[config.mk]
export PLATFORM = sky130hd
export DESIGN_NAME = res_table_cmd_sequencer
export DESIGN_NICKNAME = d
export VERILOG_FILES = /design/src/rtl/dispatcher_pkg.sv /design/src/rtl/dealloc_req_fifo.sv /design/src/rtl/res_table_cmd_sequencer.sv
export SDC_FILE = /design/constraint.sdc
export NUM_CORES = 1
export LEC_CHECK = 0
export CAP_MARGIN = 20
export CORE_UTILIZATION = 25
export DETAILED_ROUTE_END_ITERATION = 8
export DONT_BUFFER_PORTS = 1
export MAX_ROUTING_LAYER = met4
export PLACE_DENSITY = 0.41
export SYNTH_ARGS = -nofsm -noshare
export SYNTH_HDL_FRONTEND = slang
export SYNTH_HIERARCHICAL = 1
export SYNTH_SLANG_ARGS = --single-unit
[constraint.sdc]
create_clock -name clk -period 2 [get_ports clk]
set_clock_uncertainty 0.05 [all_clocks]
set_input_delay 0.2 -clock clk [delete_from_list [all_inputs] [get_ports clk]]
set_output_delay 0.2 -clock clk [all_outputs]
set_load 0.02 [all_outputs]
[src/rtl/dispatcher_pkg.sv]
// Shared types and width helpers for the dispatcher resource-table front-end.
package dispatcher_pkg;

    localparam int RES_ID_WIDTH_DFLT = 4;
    localparam int RES_SIZE_WIDTH    = RES_ID_WIDTH_DFLT + 1;

    typedef enum logic [1:0] {
        ST_IDLE,
        ST_ISSUE,
        ST_WAIT_DONE,
        ST_REPORT
    } seq_state_t;

    typedef enum logic {
        SRV_ALLOC,
        SRV_DEALLOC
    } srv_side_t;

    function automatic int res_size_width(input int id_width);
        return id_width + 1;
    endfunction

endpackage

[src/rtl/dealloc_req_fifo.sv]
// Small synchronous FIFO of pending dealloc requests ({cu_id, wg_slot_id}).
module dealloc_req_fifo #(
    parameter int DW    = 5,
    parameter int DEPTH = 4
) (
    input  logic          clk,
    input  logic          rst,
    input  logic          i_push,
    input  logic [DW-1:0] i_data,
    input  logic          i_pop,
    output logic [DW-1:0] o_data,
    output logic          o_full,
    output logic          o_empty
);
    localparam int AW = $clog2(DEPTH);

    logic [DW-1:0] r_mem [DEPTH];
    logic [AW:0]   r_wr;
    logic [AW:0]   r_rd;
    logic          w_do_push;
    logic          w_do_pop;

    assign w_do_push = i_push && !o_full;
    assign w_do_pop  = i_pop && !o_empty;

    always_ff @(posedge clk or posedge rst) begin
        if (rst) begin
            r_wr <= '0;
            r_rd <= '0;
        end else begin
            if (w_do_push) r_wr <= r_wr + 1'b1;
            if (w_do_pop)  r_rd <= r_rd + 1'b1;
        end
    end

    always_ff @(posedge clk) begin
        if (w_do_push) r_mem[r_wr[AW-1:0]] <= i_data;
    end

    // Extra pointer MSB distinguishes full from empty when the indices match.
    assign o_empty = (r_wr == r_rd);
    assign o_full  = (r_wr[AW] != r_rd[AW]) &&
                     (r_wr[AW-1:0] == r_rd[AW-1:0]);
    assign o_data  = r_mem[r_rd[AW-1:0]];

endmodule

[src/rtl/res_table_cmd_sequencer.sv]
// Serialises alloc/dealloc commands to the resource table and forwards the
// table's biggest-free-space result to the allocator CAM.
module res_table_cmd_sequencer
    import dispatcher_pkg::*;
#(
    parameter int CU_ID_WIDTH        = 1,
    parameter int NUMBER_CU          = 2,
    parameter int WG_SLOT_ID_WIDTH   = 4,
    parameter int RES_ID_WIDTH       = RES_ID_WIDTH_DFLT,
    parameter int NUMBER_RES_SLOTS   = 16,
    parameter int DEALLOC_FIFO_DEPTH = 4,
    localparam int SZW               = res_size_width(RES_ID_WIDTH)
) (
    input  logic                        clk,
    input  logic                        rst,
    input  logic                        alloc_req_valid,
    output logic                        alloc_req_ready,
    input  logic [CU_ID_WIDTH-1:0]      alloc_req_cu_id,
    input  logic [WG_SLOT_ID_WIDTH-1:0] alloc_req_wg_slot_id,
    input  logic [RES_ID_WIDTH-1:0]     alloc_req_res_start,
    input  logic [SZW-1:0]              alloc_req_res_size,
    input  logic                        dealloc_req_valid,
    output logic                        dealloc_req_ready,
    input  logic [CU_ID_WIDTH-1:0]      dealloc_req_cu_id,
    input  logic [WG_SLOT_ID_WIDTH-1:0] dealloc_req_wg_slot_id,
    output logic                        alloc_res_en,
    output logic                        dealloc_res_en,
    output logic [CU_ID_WIDTH-1:0]      alloc_cu_id,
    output logic [WG_SLOT_ID_WIDTH-1:0] alloc_wg_slot_id,
    output logic [RES_ID_WIDTH-1:0]     alloc_res_start,
    output logic [SZW-1:0]              alloc_res_size,
    output logic [CU_ID_WIDTH-1:0]      dealloc_cu_id,
    output logic [WG_SLOT_ID_WIDTH-1:0] dealloc_wg_slot_id,
    input  logic                        res_table_done,
    input  logic [SZW-1:0]              cam_biggest_space_size,
    input  logic [RES_ID_WIDTH-1:0]     cam_biggest_space_addr,
    output logic                        cam_up_valid,
    output logic [CU_ID_WIDTH-1:0]      cam_up_cu_id,
    output logic [SZW-1:0]              cam_up_size,
    output logic [RES_ID_WIDTH-1:0]     cam_up_addr,
    output logic                        busy,
    output logic                        err_spurious_done
);
    localparam int DW = CU_ID_WIDTH + WG_SLOT_ID_WIDTH;

    if ((NUMBER_CU > (1 << CU_ID_WIDTH)) ||
        (NUMBER_RES_SLOTS > (1 << RES_ID_WIDTH))) begin : g_cfg_bad
        $error("CU or resource-slot count exceeds its id width");
    end

    seq_state_t                r_state;
    srv_side_t                 r_last;
    logic [CU_ID_WIDTH-1:0]    r_cu;
    logic                      w_full;
    logic                      w_empty;
    logic                      w_sel_alloc;
    logic                      w_sel_dealloc;
    logic [DW-1:0]             w_head;
    logic [CU_ID_WIDTH-1:0]    w_head_cu;
    logic [WG_SLOT_ID_WIDTH-1:0] w_head_wg;

    dealloc_req_fifo #(
        .DW    (DW),
        .DEPTH (DEALLOC_FIFO_DEPTH)
    ) u_fifo (
        .clk     (clk),
        .rst     (rst),
        .i_push  (dealloc_req_valid),
        .i_data  ({dealloc_req_cu_id, dealloc_req_wg_slot_id}),
        .i_pop   (w_sel_dealloc),
        .o_data  (w_head),
        .o_full  (w_full),
        .o_empty (w_empty)
    );

    assign w_head_cu = w_head[DW-1:WG_SLOT_ID_WIDTH];
    assign w_head_wg = w_head[WG_SLOT_ID_WIDTH-1:0];

    // With both sides pending, serve whichever side was not served last.
    assign w_sel_alloc   = (r_state == ST_IDLE) && alloc_req_valid &&
                           (w_empty || (r_last == SRV_DEALLOC));
    assign w_sel_dealloc = (r_state == ST_IDLE) && !w_empty &&
                           (!alloc_req_valid || (r_last == SRV_ALLOC));

    assign alloc_req_ready   = w_sel_alloc;
    assign dealloc_req_ready = !w_full;
    assign busy              = (r_state != ST_IDLE) || !w_empty;

    always_ff @(posedge clk or posedge rst) begin
        if (rst) begin
            r_state            <= ST_IDLE;
            r_last             <= SRV_ALLOC;
            r_cu               <= '0;
            alloc_res_en       <= 1'b0;
            dealloc_res_en     <= 1'b0;
            alloc_cu_id        <= '0;
            alloc_wg_slot_id   <= '0;
            alloc_res_start    <= '0;
            alloc_res_size     <= '0;
            dealloc_cu_id      <= '0;
            dealloc_wg_slot_id <= '0;
            cam_up_valid       <= 1'b0;
            cam_up_cu_id       <= '0;
            cam_up_size        <= '0;
            cam_up_addr        <= '0;
            err_spurious_done  <= 1'b0;
        end else begin
            alloc_res_en   <= 1'b0;
            dealloc_res_en <= 1'b0;
            cam_up_valid   <= 1'b0;
            if (res_table_done && (r_state != ST_WAIT_DONE)) begin
                err_spurious_done <= 1'b1;
            end
            unique case (r_state)
                ST_IDLE: begin
                    if (w_sel_alloc) begin
                        r_state          <= ST_ISSUE;
                        r_last           <= SRV_ALLOC;
                        r_cu             <= alloc_req_cu_id;
                        alloc_res_en     <= 1'b1;
                        alloc_cu_id      <= alloc_req_cu_id;
                        alloc_wg_slot_id <= alloc_req_wg_slot_id;
                        alloc_res_start  <= alloc_req_res_start;
                        alloc_res_size   <= alloc_req_res_size;
                    end else if (w_sel_dealloc) begin
                        r_state            <= ST_ISSUE;
                        r_last             <= SRV_DEALLOC;
                        r_cu               <= w_head_cu;
                        dealloc_res_en     <= 1'b1;
                        dealloc_cu_id      <= w_head_cu;
                        dealloc_wg_slot_id <= w_head_wg;
                    end
                end
                ST_ISSUE: r_state <= ST_WAIT_DONE;
                ST_WAIT_DONE: begin
                    if (res_table_done) begin
                        r_state      <= ST_REPORT;
                        cam_up_valid <= 1'b1;
                        cam_up_cu_id <= r_cu;
                        cam_up_size  <= cam_biggest_space_size;
                        cam_up_addr  <= cam_biggest_space_addr;
                    end
                end
                ST_REPORT: r_state <= ST_IDLE;
                default:   r_state <= ST_IDLE;
            endcase
        end
    end

endmodule

==> reports/metrics.cfg <==
[status]
status=complete, no violations

[placement]
dp_hpwl_um=3670
placedInstanceArea_sq_um=2940
place_congestion=0.712
numPortBuffers=0

[global_route]
track_usage=0.109
grt_pass1_wl_um=8870
antenna_found_initial=0
grt.overflow.total=0
grt_pass1_vias=1722
grt_max_degree=38

[synthesis]
synth_top_area_share=0.397
synth_xor_area_frac=0.0341
synth_commonest_cells=43 x dfrtp_1, 24 x mux2_2, 20 x edfxtp_1
muxShareOfSynthArea=0.169
synth_flop_cell=dfrtp_1
syn_nets=216
ys_seq_area_frac=0.618
yosysWarningCount=6
synth_top_area_cell=dfrtp_1
yosys.cell_types.count=36
netlist_area_sq_um=2710
ys_top_cells_by_area=dfrtp_1 40%, edfxtp_1 22%, mux2_2 10%
synth_adder_area_share=0.0369
synthArstFlopShare=0.683
avgSynthCellArea_sq_um=15.5
postSynthCellCount=175
synth_compound_area_frac=0.0628
synth.most_common_cell=dfrtp_1
synth-edff-count=20
synth-seq-cells=63
synth_top_family_by_area=multiplexers
yosys.area_share.simple=0.0452

[final_layout]
fin_util=0.336
area_delta_synth_final_pct=29.2
fin_area_sq_um=3500
fin_nets=272
antenna_cells=0
drive_above_1_share=0.343

[cts]
cts_max_level=3
clkSinkCount=63
path_clk_slew_ns=0.07
cts_tree=built
cts_root_buffer=clkbuf_8
cts_made_buffers=9
insertion_delay_ns=0.34
cts_buffer_depth=2

[die]
die_w_um=106
die_y_um=106
core_area_sq_um=10400
row_count=37
initial_utilization=0.260
io_pins=69
die_area_sq_um=11300

[worst_hold_path]
holdCritStartpoint=dealloc_req_valid
hold_path_end=u_fifo/r_wr[1]
min_path_cells=3
hold_path_class=input pin to flip-flop

[detailed_routing]
vias_per_cell=4.15
drt-initial-drc-count=48
via_count=1542
dr.pass1.iters=5
wirelength_um=5500
wl_per_cell_um=14.8
detail-route-antenna-nets=0
drc=0

[power_and_ir_drop]
p_per_area_nw_per_um2=1630
p_leak_nw=1.47
ir_drop_mv=0.465

[setup_path]
crit_path_end_kind=output pin
reg2reg_depth=7
arrival_ns=1.62
cp_max_fo=8
reg2reg_slack_ns=0.15
timing.rr.start=u_fifo/r_rd[2]
critPathKind=flip-flop to output pin
cp-start-kind=flip-flop
critPathRequiredTime_ns=1.75
rr_endpoint=u_fifo/r_rd[2]

[sta]
maxSlewViolCount=0
maxSlewHeadroom=0.675
rsz0062_at_grt=false
finalHoldViolations=0
fmax_mhz=535
period_minus_slack_ns=1.87
fin_setup_tns_ns=0
post-route-period-util=0.934
worst_pin_slew_ns=0.487
setup_viol=0

[job]
drv_cap=0

==> power by group <==
group | internal [mW] | switching (mW) | total, mW
combinational | 1.10 | 0.967 | 2.07
sequential | 1.85 | 0.727 | 2.58
clock | 0.571 | 0.498 | 1.07
==> worst max path at each step <==
stage	start	end	slack, ns	cells past startpoint
after global placement	u_fifo/r_rd[1]	u_fifo/r_mem[1][0]	0.21	4
final	u_fifo/r_wr[0]	alloc_req_ready	0.13	7
after CTS	u_fifo/r_wr[1]	alloc_req_ready	0.02	7
after detailed placement	u_fifo/r_rd[2]	u_fifo/r_rd[2]	0.16	7
after global routing	r_state[0]	u_fifo/r_rd[2]	0.03	7
after floorplan	u_fifo/r_rd[0]	alloc_cu_id	0.04	7
==> state kept, by name, summed over array words and instances (netlist names), 2 cells and up <==
name / count
u_fifo/r_mem: 20
alloc_res_size: 5
cam_up_size: 5
alloc_res_start: 4
alloc_wg_slot_id: 4
cam_up_addr: 4
dealloc_wg_slot_id: 4
u_fifo/r_rd: 3
u_fifo/r_wr: 3
r_state: 2
==> final cells by class <==
class | count | area, sq um
sequential | 63 | 1680
multi-input combinational | 93 | 953
timing repair buffer | 49 | 455
fill | 1039 | 6910
inverter | 15 | 56.3
tap | 136 | 170
clock buffer | 10 | 128
clock inverter | 6 | 61.3
==> what timing repair did <==
action / CTS / global route
buffers inserted: 1 / 7
hold endpoints to repair: 88 / 0
pin swaps: 1 / 3
endpoints found under the setup margin: 1 / 1
resized for setup: 1 / 3
hold buffers: 30 / 0
==> cells in the final DEF, fill, tap and decap left out, drive strengths merged, types with 2 or more instances in the layout <==
cell type,count
inv,15
o211ai,2
nand3,2
ha,8
xor2,4
clkinv,4
o31ai,2
dlygate4sd3,30
a31oi,4
a21oi,5
and2,4
xnor2,4
nand2b,3
dfrtp,43
buf,19
o21ai,2
a211oi,2
mux2,29
nor2,4
mux4,5
nand2,7
clkbuf,10
edfxtp,20
==> cells by family (layout without fill, tap and decap cells) <==
group	count (synthesis)	count (layout)
xor+xnor	8	8
buf+inv	19	80
fa+ha+maj	8	8
simple gates	22	22
flops	63	63
mux	34	34
compound gates	21	21
==> through the flow <==
| stage | hold slack, ns | power (mW) | setup slack [ns] | instances |
|---|---|---|---|---|
| 2_1_floorplan | -0.0590 | 3.99 | 0.0440 | 175 |
| 3_3_place_gp | -0.00954 | 4.51 | 0.212 | 318 |
| 3_5_place_dp | -0.00716 | 4.52 | 0.160 | 318 |
| 4_1_cts | 0.0140 | 5.73 | 0.0203 | 365 |
| 5_1_grt | 0.0292 | 6.13 | 0.0263 | 372 |
| 6_report | 0.0439 | 5.72 | 0.132 | 372 |
==> critical path: stages (launching register included) <==
cell and delay, ns:
dfrtp_1 0.41, xnor2_2 0.20, nand2_2 0.11, nor2_4 0.15, o211ai_4 0.09, buf_12 0.15, inv_1 0.04, buf_4 0.13
==> layer usage <==
layer	GRT usage	up-vias	wire length, um
met5	-	-	0
met2	0.178	64	2670
li1	-	729	-
met4	0.0417	0	70
met1	0.116	741	2350
met3	0.0503	8	417
No activity file was read; power rests on OpenSTA's default activity.
